[config.mk]
export PLATFORM = sky130hd
export DESIGN_NAME = control_sequencer
export DESIGN_NICKNAME = d
export VERILOG_FILES = /design/src/rtl/mini_src_ctrl_pkg.sv /design/src/rtl/select_encode.sv /design/src/rtl/control_sequencer.sv
export SDC_FILE = /design/constraint.sdc
export NUM_CORES = 1
export LEC_CHECK = 0
export ABC_AREA = 1
export CAP_MARGIN = 25
export CORE_MARGIN = 2
export CORE_UTILIZATION = 30
export CTS_CLUSTER_SIZE = 28
export DETAILED_ROUTE_END_ITERATION = 16
export SYNTH_ARGS = -nofsm -noshare
export SYNTH_HDL_FRONTEND = slang
export SYNTH_HIERARCHICAL = 1
export SYNTH_SLANG_ARGS = --single-unit
[constraint.sdc]
create_clock -name clock -period 3.15 [get_ports clock]
set_clock_uncertainty 0.05 [all_clocks]
set_input_delay 0.315 -clock clock [delete_from_list [all_inputs] [get_ports clock]]
set_output_delay 0.315 -clock clock [all_outputs]
set_load 0.01 [all_outputs]
[src/rtl/mini_src_ctrl_pkg.sv]
// rtl/mini_src_ctrl_pkg.sv - opcodes, sequencer states and instruction classes for the MINI_SRC control unit
package mini_src_ctrl_pkg;

  localparam int NUM_REGS = 16;
  localparam logic [4:0] ALU_ADD = 5'b00011;

  localparam logic [4:0] OP_LD   = 5'b00000;
  localparam logic [4:0] OP_LDI  = 5'b00001;
  localparam logic [4:0] OP_ST   = 5'b00010;
  localparam logic [4:0] OP_ADD  = 5'b00011;
  localparam logic [4:0] OP_AND  = 5'b00101;
  localparam logic [4:0] OP_OR   = 5'b00110;
  localparam logic [4:0] OP_SHL  = 5'b01011;
  localparam logic [4:0] OP_ADDI = 5'b01100;
  localparam logic [4:0] OP_ANDI = 5'b01101;
  localparam logic [4:0] OP_ORI  = 5'b01110;
  localparam logic [4:0] OP_DIV  = 5'b01111;
  localparam logic [4:0] OP_MUL  = 5'b10000;
  localparam logic [4:0] OP_NEG  = 5'b10001;
  localparam logic [4:0] OP_NOT  = 5'b10010;
  localparam logic [4:0] OP_BR   = 5'b10011;
  localparam logic [4:0] OP_IN   = 5'b10110;
  localparam logic [4:0] OP_OUT  = 5'b10111;
  localparam logic [4:0] OP_MFHI = 5'b11000;
  localparam logic [4:0] OP_MFLO = 5'b11001;
  localparam logic [4:0] OP_HALT = 5'b11011;

  typedef enum logic [3:0] {
    S_T0, S_T1, S_T2, S_T3, S_T4, S_T5, S_T6, S_T7, S_HALT
  } state_e;

  typedef enum logic [3:0] {
    C_NOP, C_ALU_R, C_ALU_I, C_LDI, C_LD, C_ST, C_MULDIV, C_UNARY,
    C_BR, C_IN, C_OUT, C_MFHI, C_MFLO, C_HALT
  } class_e;

  // Groups opcodes that share one micro-sequence; unknown opcodes run as nop.
  function automatic class_e decode_class(input logic [4:0] op);
    if (op >= OP_ADD && op <= OP_SHL) return C_ALU_R;
    case (op)
      OP_LD:                    return C_LD;
      OP_LDI:                   return C_LDI;
      OP_ST:                    return C_ST;
      OP_ADDI, OP_ANDI, OP_ORI: return C_ALU_I;
      OP_DIV, OP_MUL:           return C_MULDIV;
      OP_NEG, OP_NOT:           return C_UNARY;
      OP_BR:                    return C_BR;
      OP_IN:                    return C_IN;
      OP_OUT:                   return C_OUT;
      OP_MFHI:                  return C_MFHI;
      OP_MFLO:                  return C_MFLO;
      OP_HALT:                  return C_HALT;
      default:                  return C_NOP;
    endcase
  endfunction

  // Immediate forms reuse the register-form ALU operation.
  function automatic logic [4:0] imm_alu_op(input logic [4:0] op);
    case (op)
      OP_ANDI: return OP_AND;
      OP_ORI:  return OP_OR;
      default: return ALU_ADD;
    endcase
  endfunction

endpackage

[src/rtl/select_encode.sv]
// rtl/select_encode.sv - Gra/Grb/Grc field select and one-hot register enable encode
module select_encode
  import mini_src_ctrl_pkg::*;
(
  input  logic [31:0]         ir,
  input  logic                gra,
  input  logic                grb,
  input  logic                grc,
  input  logic                rin,
  input  logic                rout,
  input  logic                ba_out,
  output logic [NUM_REGS-1:0] reg_in,
  output logic [NUM_REGS-1:0] reg_out
);

  logic [3:0]          sel;
  logic [NUM_REGS-1:0] dec;
  logic                unused_ir_bits;

  // Opcode and constant bits play no part in register selection.
  assign unused_ir_bits = ^{ir[31:27], ir[14:0]};

  // Pick the requested field, decode one-hot; BAout still reads the selected register.
  always_comb begin
    sel = '0;
    if (gra)      sel = ir[26:23];
    else if (grb) sel = ir[22:19];
    else if (grc) sel = ir[18:15];
    dec = '0;
    if (gra || grb || grc) dec = NUM_REGS'(1) << sel;
    reg_in  = rin ? dec : '0;
    reg_out = (rout || ba_out) ? dec : '0;
  end

endmodule

[src/rtl/control_sequencer.sv]
// rtl/control_sequencer.sv - hardwired fetch/decode/execute sequencer for the MINI_SRC datapath
module control_sequencer
  import mini_src_ctrl_pkg::*;
(
  input  logic                clock,
  input  logic                clear,
  input  logic [31:0]         ir,
  input  logic                mem_done,
  input  logic                con_ff,
  output logic                PCout_en,
  output logic                PCin,
  output logic                IncPC,
  output logic                IRin,
  output logic                MARin,
  output logic                MDRin,
  output logic                MDRout,
  output logic                Read,
  output logic                Write,
  output logic                Yin,
  output logic                Zin,
  output logic                Zhighout,
  output logic                Zlowout,
  output logic                HIin,
  output logic                HIout,
  output logic                LOin,
  output logic                LOout,
  output logic                Cout,
  output logic                BAout,
  output logic                inPortOut,
  output logic                outPort_en,
  output logic                CONin,
  output logic [4:0]          opcode,
  output logic [NUM_REGS-1:0] reg_in,
  output logic [NUM_REGS-1:0] reg_out,
  output logic                run
);

  state_e state_q, state_d;
  class_e cls;
  logic   gra, grb, grc, rin, rout;

  assign cls = decode_class(ir[31:27]);

  // State register; clear abandons any instruction in flight.
  always_ff @(posedge clock or negedge clear) begin
    if (!clear) state_q <= S_T0;
    else        state_q <= state_d;
  end

  // Next state: memory steps wait on mem_done, each class ends at its own last step.
  always_comb begin
    state_d = state_q;
    case (state_q)
      S_T0: state_d = S_T1;
      S_T1: if (mem_done) state_d = S_T2;
      S_T2: begin
        if (cls == C_HALT)     state_d = S_HALT;
        else if (cls == C_NOP) state_d = S_T0;
        else                   state_d = S_T3;
      end
      S_T3: state_d = (cls inside {C_IN, C_OUT, C_MFHI, C_MFLO}) ? S_T0 : S_T4;
      S_T4: state_d = (cls == C_UNARY) ? S_T0 : S_T5;
      S_T5: state_d = (cls inside {C_LD, C_ST, C_MULDIV, C_BR}) ? S_T6 : S_T0;
      S_T6: begin
        if (cls == C_LD)      state_d = mem_done ? S_T7 : S_T6;
        else if (cls == C_ST) state_d = S_T7;
        else                  state_d = S_T0;
      end
      S_T7: begin
        if (cls == C_ST) state_d = mem_done ? S_T0 : S_T7;
        else             state_d = S_T0;
      end
      S_HALT: state_d = S_HALT;
      default: state_d = S_T0;
    endcase
  end

  // Strobes per step; everything is forced low while clear is asserted.
  always_comb begin
    {PCout_en, PCin, IncPC, IRin, MARin, MDRin, MDRout, Read, Write} = '0;
    {Yin, Zin, Zhighout, Zlowout, HIin, HIout, LOin, LOout} = '0;
    {Cout, BAout, inPortOut, outPort_en, CONin} = '0;
    {gra, grb, grc, rin, rout} = '0;
    opcode = '0;
    run    = 1'b0;
    if (clear) begin
      run = (state_q != S_HALT);
      case (state_q)
        S_T0: begin PCout_en = 1'b1; MARin = 1'b1; IncPC = 1'b1; Zin = 1'b1; end
        S_T1: begin Zlowout = 1'b1; PCin = 1'b1; Read = 1'b1; MDRin = 1'b1; end
        S_T2: begin MDRout = 1'b1; IRin = 1'b1; end
        S_T3: case (cls)
          C_ALU_R, C_ALU_I:  begin grb = 1'b1; rout = 1'b1; Yin = 1'b1; end
          C_LDI, C_LD, C_ST: begin grb = 1'b1; BAout = 1'b1; Yin = 1'b1; end
          C_MULDIV:          begin gra = 1'b1; rout = 1'b1; Yin = 1'b1; end
          C_UNARY:           begin grb = 1'b1; rout = 1'b1; opcode = ir[31:27]; Zin = 1'b1; end
          C_BR:              begin gra = 1'b1; rout = 1'b1; CONin = 1'b1; end
          C_IN:              begin inPortOut = 1'b1; gra = 1'b1; rin = 1'b1; end
          C_OUT:             begin gra = 1'b1; rout = 1'b1; outPort_en = 1'b1; end
          C_MFHI:            begin HIout = 1'b1; gra = 1'b1; rin = 1'b1; end
          C_MFLO:            begin LOout = 1'b1; gra = 1'b1; rin = 1'b1; end
          default: ;
        endcase
        S_T4: case (cls)
          C_ALU_R:           begin grc = 1'b1; rout = 1'b1; opcode = ir[31:27]; Zin = 1'b1; end
          C_ALU_I:           begin Cout = 1'b1; opcode = imm_alu_op(ir[31:27]); Zin = 1'b1; end
          C_LDI, C_LD, C_ST: begin Cout = 1'b1; opcode = ALU_ADD; Zin = 1'b1; end
          C_MULDIV:          begin grb = 1'b1; rout = 1'b1; opcode = ir[31:27]; Zin = 1'b1; end
          C_UNARY:           begin Zlowout = 1'b1; gra = 1'b1; rin = 1'b1; end
          C_BR:              begin PCout_en = 1'b1; Yin = 1'b1; end
          default: ;
        endcase
        S_T5: case (cls)
          C_ALU_R, C_ALU_I, C_LDI: begin Zlowout = 1'b1; gra = 1'b1; rin = 1'b1; end
          C_LD, C_ST:              begin Zlowout = 1'b1; MARin = 1'b1; end
          C_MULDIV:                begin Zlowout = 1'b1; LOin = 1'b1; end
          C_BR:                    begin Cout = 1'b1; opcode = ALU_ADD; Zin = 1'b1; end
          default: ;
        endcase
        S_T6: case (cls)
          C_LD:     begin Read = 1'b1; MDRin = 1'b1; end
          C_ST:     begin gra = 1'b1; rout = 1'b1; MDRin = 1'b1; end
          C_MULDIV: begin Zhighout = 1'b1; HIin = 1'b1; end
          C_BR:     begin Zlowout = con_ff; PCin = con_ff; end
          default: ;
        endcase
        S_T7: case (cls)
          C_LD:    begin MDRout = 1'b1; gra = 1'b1; rin = 1'b1; end
          C_ST:    Write = 1'b1;
          default: ;
        endcase
        default: ;
      endcase
    end
  end

  select_encode u_select_encode (
    .ir      (ir),
    .gra     (gra),
    .grb     (grb),
    .grc     (grc),
    .rin     (rin),
    .rout    (rout),
    .ba_out  (BAout),
    .reg_in  (reg_in),
    .reg_out (reg_out)
  );

endmodule

==> impl_table.tex <==
\begin{tabular}{lr}
\hline
Metric & Value \\
\hline
\multicolumn{2}{l}{\textbf{Status}} \\
\quad Status & complete, but fails checks \\
\quad Violations in the final reports & negative setup slack \\
\multicolumn{2}{l}{\textbf{Detailed routing}} \\
\quad DRC marker count from the first detailed-route iteration & 67 \\
\quad Number of detailed-route iterations in the first pass & 4 \\
\quad Antenna viol nets, final & 0 \\
\quad Mean number of vias per cell & 4.72 \\
\quad Average wire per cell in the routed design & 13.0 um \\
\quad Number of vias after detailed routing & 2931 \\
\quad DRC viols & 0 \\
\quad Total Routed Length & 8050 um \\
\multicolumn{2}{l}{\textbf{Synth}} \\
\quad Number of cells produced by synthesis & 364 \\
\quad Area share of fa/ha/maj cells after synthesis & 0.0302 \\
\quad Area share of xor/xnor cells in the synthesized design & 0 \\
\quad Number of distinct standard cells referenced by the synthesized netlist & 33 \\
\quad Simple-Gate Fraction of Synth Area & 0.682 \\
\quad Synthesized Nets & 405 \\
\quad Flip-flop and latch count after synthesis & 4 \\
\quad Total of warnings raised by yosys & 6 \\
\quad Combinational family with the most area after synthesis & simple AND/OR/NAND/NOR gates \\
\quad Mapped Area & 2070 um\^{}2 \\
\quad Synth Area in Compound Gates & 0.0888 \\
\quad Post-Syn Area per Cell & 5.69 um\^{}2 \\
\quad Multiplexer fraction of the synthesized cell area & 0 \\
\quad Part of the Yosys area used for sequential elements & 0.0483 \\
\multicolumn{2}{l}{\textbf{STA}} \\
\quad Setup-failing EPs final & 32 \\
\quad Upper clock frequency limit & 297 MHz \\
\quad Setup repair after global routing missed its margin & true \\
\quad Worst rel slew slack & 0.676 \\
\quad Slew at the pin closest to its max-slew limit & 0.482 ns \\
\quad Total count of hold-check failures in the final report & 0 \\
\quad Hold\_ws & 0.431 ns \\
\quad Smallest setup slack after layout & -0.220 ns \\
\quad Fraction of the cycle the final worst path needs & 1.07 \\
\quad Final critical path time including I/O delays and setup & 3.37 ns \\
\quad Max-slew violations & 0 \\
\multicolumn{2}{l}{\textbf{Layout}} \\
\quad Multi-input gate area & 1910 um\^{}2 \\
\quad Diode count & 0 \\
\quad Flip-flop count of the largest register, all copies and words added & 4 \\
\quad Area added between synthesis and finish & 90.9\% \\
\quad Register with the most flip-flops & state\_q \\
\quad Area used by sequential logic in the layout & 100 um\^{}2 \\
\quad Number of filler cells placed in the layout & 642 \\
\quad Share of final-layout standard cells stronger than drive strength 1 & 0.492 \\
\quad Registers with the highest flip-flop counts & state\_q (4) \\
\quad Count of nets after finishing & 584 \\
\multicolumn{2}{l}{\textbf{Floorplan}} \\
\quad Number of primary I/O pins & 96 \\
\quad Effective utilization at floorplan & 0.307 \\
\quad Number of core rows & 30 \\
\quad Height of the die & 87.1 um \\
\quad CORE AREA & 6760 um\^{}2 \\
\quad Die Outline Area & 7590 um\^{}2 \\
\quad X dimension of the die & 87.1 um \\
\multicolumn{2}{l}{\textbf{Clocking}} \\
\quad Buffer type at the clock tree root & sky130\_fd\_sc\_hd\_\_clkbuf\_8 \\
\quad Total CTS buffers & 3 \\
\quad Clock transition at the register clock pins on the worst setup and hold paths after CTS & 0.04 ns \\
\quad Clock sink total & 4 \\
\quad Buffer depth of the longest clock path & 2 \\
\quad Number of levels the H-tree was split into & 1 \\
\quad Count of hold buffers inserted by post-cts repair & 0 \\
\quad Clock tree from TritonCTS & done \\
\quad Worst-skew pair later-pin latency & 0.23 ns \\
\multicolumn{2}{l}{\textbf{Setup path}} \\
\quad Slowest cell delay on critical path & 0.25 ns \\
\quad Maximum fanout along the worst path & 7 \\
\quad Worst r2r dst & state\_q[0]\$\_DFFE\_PN0P\_ \\
\quad Register-to-register setup slack & 1.49 ns \\
\quad Data arrival at the endpoint of the critical path & 3.00 ns \\
\quad Worst r2r src & state\_q[2]\$\_DFFE\_PN0P\_ \\
\quad Sort of element at the start of the critical path & primary input \\
\quad Required time worst endpoint & 2.78 ns \\
\quad Count of cells along the worst register-to-register path & 11 \\
\quad Critical path type & in2out \\
\quad CP dominant cell by count & sky130\_fd\_sc\_hd\_\_buf\_6 \\
\quad Crit-path slowest cell & sky130\_fd\_sc\_hd\_\_or2\_4 \\
\quad CP Capture Type & primary output \\
\multicolumn{2}{l}{\textbf{Global routing}} \\
\quad Total grt overflow & 0 \\
\quad Maximum number of pins on one net before global-route repair & 17 \\
\quad Global-route usage over all layers & 0.206 \\
\quad Number of global-route vias before repair & 2896 \\
\quad Number of antenna violations at the first check in global routing & 0 \\
\quad Wire length of the first global-routing pass & 12900 um \\
\multicolumn{2}{l}{\textbf{Worst hold path}} \\
\quad Worst min-delay path class & in2async \\
\multicolumn{2}{l}{\textbf{Power and ir drop}} \\
\quad Maximum VDD drop & 187 uV \\
\quad Leakage power & 2.02 nW \\
\quad Power after layout & 1.18 mW \\
\quad Power density normalized to cell area & 298 nW/um\^{}2 \\
\multicolumn{2}{l}{\textbf{Placement}} \\
\quad I/O Buffers & 80 \\
\quad Final Wtd Congestion & 0.953 \\
\quad Final HPWL from detailed placement & 6080 um \\
\multicolumn{2}{l}{\textbf{Job}} \\
\quad Max-cap check violation count & 0 \\
\hline
\end{tabular}
critical path, delay by kind of cell:
family	cells	cell delay, ns
simple gates	16	1.60
buf+inv	8	0.91
fa+ha+maj	1	0.18
per-layer routing:
metal / vias up / part of all wire / GRT usage
met5: - / 0 / 0
met4: 0 / 0.018 / 0.0517
met3: 17 / 0.057 / 0.0246
met2: 99 / 0.50 / 0.384
met1: 1309 / 0.42 / 0.249
li1: 1506 / - / -
logic make-up (layout without fill, tap and decap cells):
| logic type | after synthesis | in the layout |
|---|---|---|
| flip-flops | 4 | 4 |
| AND/OR/NAND/NOR | 259 | 259 |
| adder cells (fa/ha/maj) | 5 | 5 |
| AO/OA/AOI/OAI | 32 | 32 |
| buffers and inverters | 64 | 241 |
cell usage after synthesis:
| cell type | count | area [um^2] |
|---|---|---|
| sky130_fd_sc_hd__nand2_4 | 7 | 78.8 |
| sky130_fd_sc_hd__nand2_1 | 77 | 289 |
| sky130_fd_sc_hd__nor2_2 | 4 | 25.0 |
| sky130_fd_sc_hd__buf_6 | 5 | 56.3 |
| sky130_fd_sc_hd__nor4_1 | 1 | 6.26 |
| sky130_fd_sc_hd__or2_1 | 2 | 12.5 |
| sky130_fd_sc_hd__ha_1 | 5 | 62.6 |
| sky130_fd_sc_hd__o22ai_1 | 1 | 6.26 |
| sky130_fd_sc_hd__nor2_4 | 10 | 113 |
| sky130_fd_sc_hd__inv_4 | 5 | 31.3 |
| sky130_fd_sc_hd__o21a_1 | 2 | 15.0 |
| sky130_fd_sc_hd__nor3_2 | 10 | 100 |
| sky130_fd_sc_hd__a31oi_1 | 2 | 12.5 |
| sky130_fd_sc_hd__nor2_1 | 78 | 293 |
| sky130_fd_sc_hd__buf_2 | 2 | 10.0 |
| sky130_fd_sc_hd__nand4_1 | 4 | 25.0 |
| sky130_fd_sc_hd__a21oi_1 | 13 | 65.1 |
| sky130_fd_sc_hd__dfrtp_1 | 4 | 100 |
| sky130_fd_sc_hd__inv_2 | 9 | 33.8 |
| sky130_fd_sc_hd__nand3_4 | 5 | 87.6 |
| sky130_fd_sc_hd__a21oi_2 | 4 | 35.0 |
| sky130_fd_sc_hd__o21ai_0 | 4 | 20.0 |
| sky130_fd_sc_hd__nor2_8 | 1 | 20.0 |
| sky130_fd_sc_hd__or2_4 | 1 | 8.76 |
| sky130_fd_sc_hd__nand3_2 | 9 | 90.1 |
| sky130_fd_sc_hd__nand3_1 | 31 | 155 |
| sky130_fd_sc_hd__inv_1 | 38 | 143 |
| sky130_fd_sc_hd__clkbuf_1 | 3 | 11.3 |
| sky130_fd_sc_hd__nand2_2 | 11 | 68.8 |
| sky130_fd_sc_hd__nor3_1 | 8 | 40.0 |
| sky130_fd_sc_hd__o21ai_1 | 6 | 30.0 |
| sky130_fd_sc_hd__buf_4 | 1 | 7.51 |
| sky130_fd_sc_hd__buf_12 | 1 | 20.0 |
metrics by stage:
stage          setup WS (ns)  utilization  std cells  cell area, um^2  setup TNS (ns)
3_5_place_dp           -1.07        0.518        588             3500          -37.20
5_1_grt               -0.441        0.585        621             3960          -12.62
2_1_floorplan          0.224            -        364             2070               0
6_report              -0.220        0.585        621             3960           -5.24
4_1_cts               -0.132        0.571        616             3860           -2.73
3_3_place_gp           -1.02        0.518        588             3500          -35.10
how the worst max path moves through the flow:
stage,startpoint,end,slack (ns)
3_3_place_gp,ir[28],reg_in[10],-1.02
5_1_grt,ir[27],reg_out[6],-0.44
6_report,ir[27],reg_in[11],-0.22
2_1_floorplan,ir[27],reg_in[5],0.22
4_1_cts,ir[27],reg_in[11],-0.13
3_5_place_dp,ir[28],reg_in[8],-1.07
repair_timing:
action,in CTS,in global routing
cloned,2,0
pin swaps,41,11
gates resized for setup,211,24
setup endpoints to repair,52,42
setup buffers,23,5
placed cells by master, fill, tap and decap left out, types with 9 or more instances in the layout:
cell type                         count
sky130_fd_sc_hd__dlymetal6s2s_1       9
sky130_fd_sc_hd__buf_2               33
sky130_fd_sc_hd__inv_1               35
sky130_fd_sc_hd__buf_6               11
sky130_fd_sc_hd__nand2_2             22
sky130_fd_sc_hd__nand3_1             21
sky130_fd_sc_hd__clkdlybuf4s50_1     34
sky130_fd_sc_hd__nor2_4              15
sky130_fd_sc_hd__nor3_2              10
sky130_fd_sc_hd__nor2_1              69
sky130_fd_sc_hd__buf_4               89
sky130_fd_sc_hd__a21oi_1             10
sky130_fd_sc_hd__inv_2               10
sky130_fd_sc_hd__nand3_2             16
sky130_fd_sc_hd__nand2_1             63
report_power, final:
group	leakage, nW	internal (mW)	total (mW)	switching, mW
Sequential	0.0515	0.0696	0.0896	0.0201
Clock	0.0216	0.0819	0.113	0.0316
Combinational	1.95	0.444	0.975	0.531
Total	2.02	0.596	1.18	0.583
final cells by class:
type / instances / area share
multi-input cells: 296 / 0.483
flip-flops and latches: 4 / 0.0253
inverters: 52 / 0.0569
repair buffers: 186 / 0.399
well taps: 80 / 0.0253
clock buffers: 3 / 0.0104
Power figures use the tool's default switching activity.
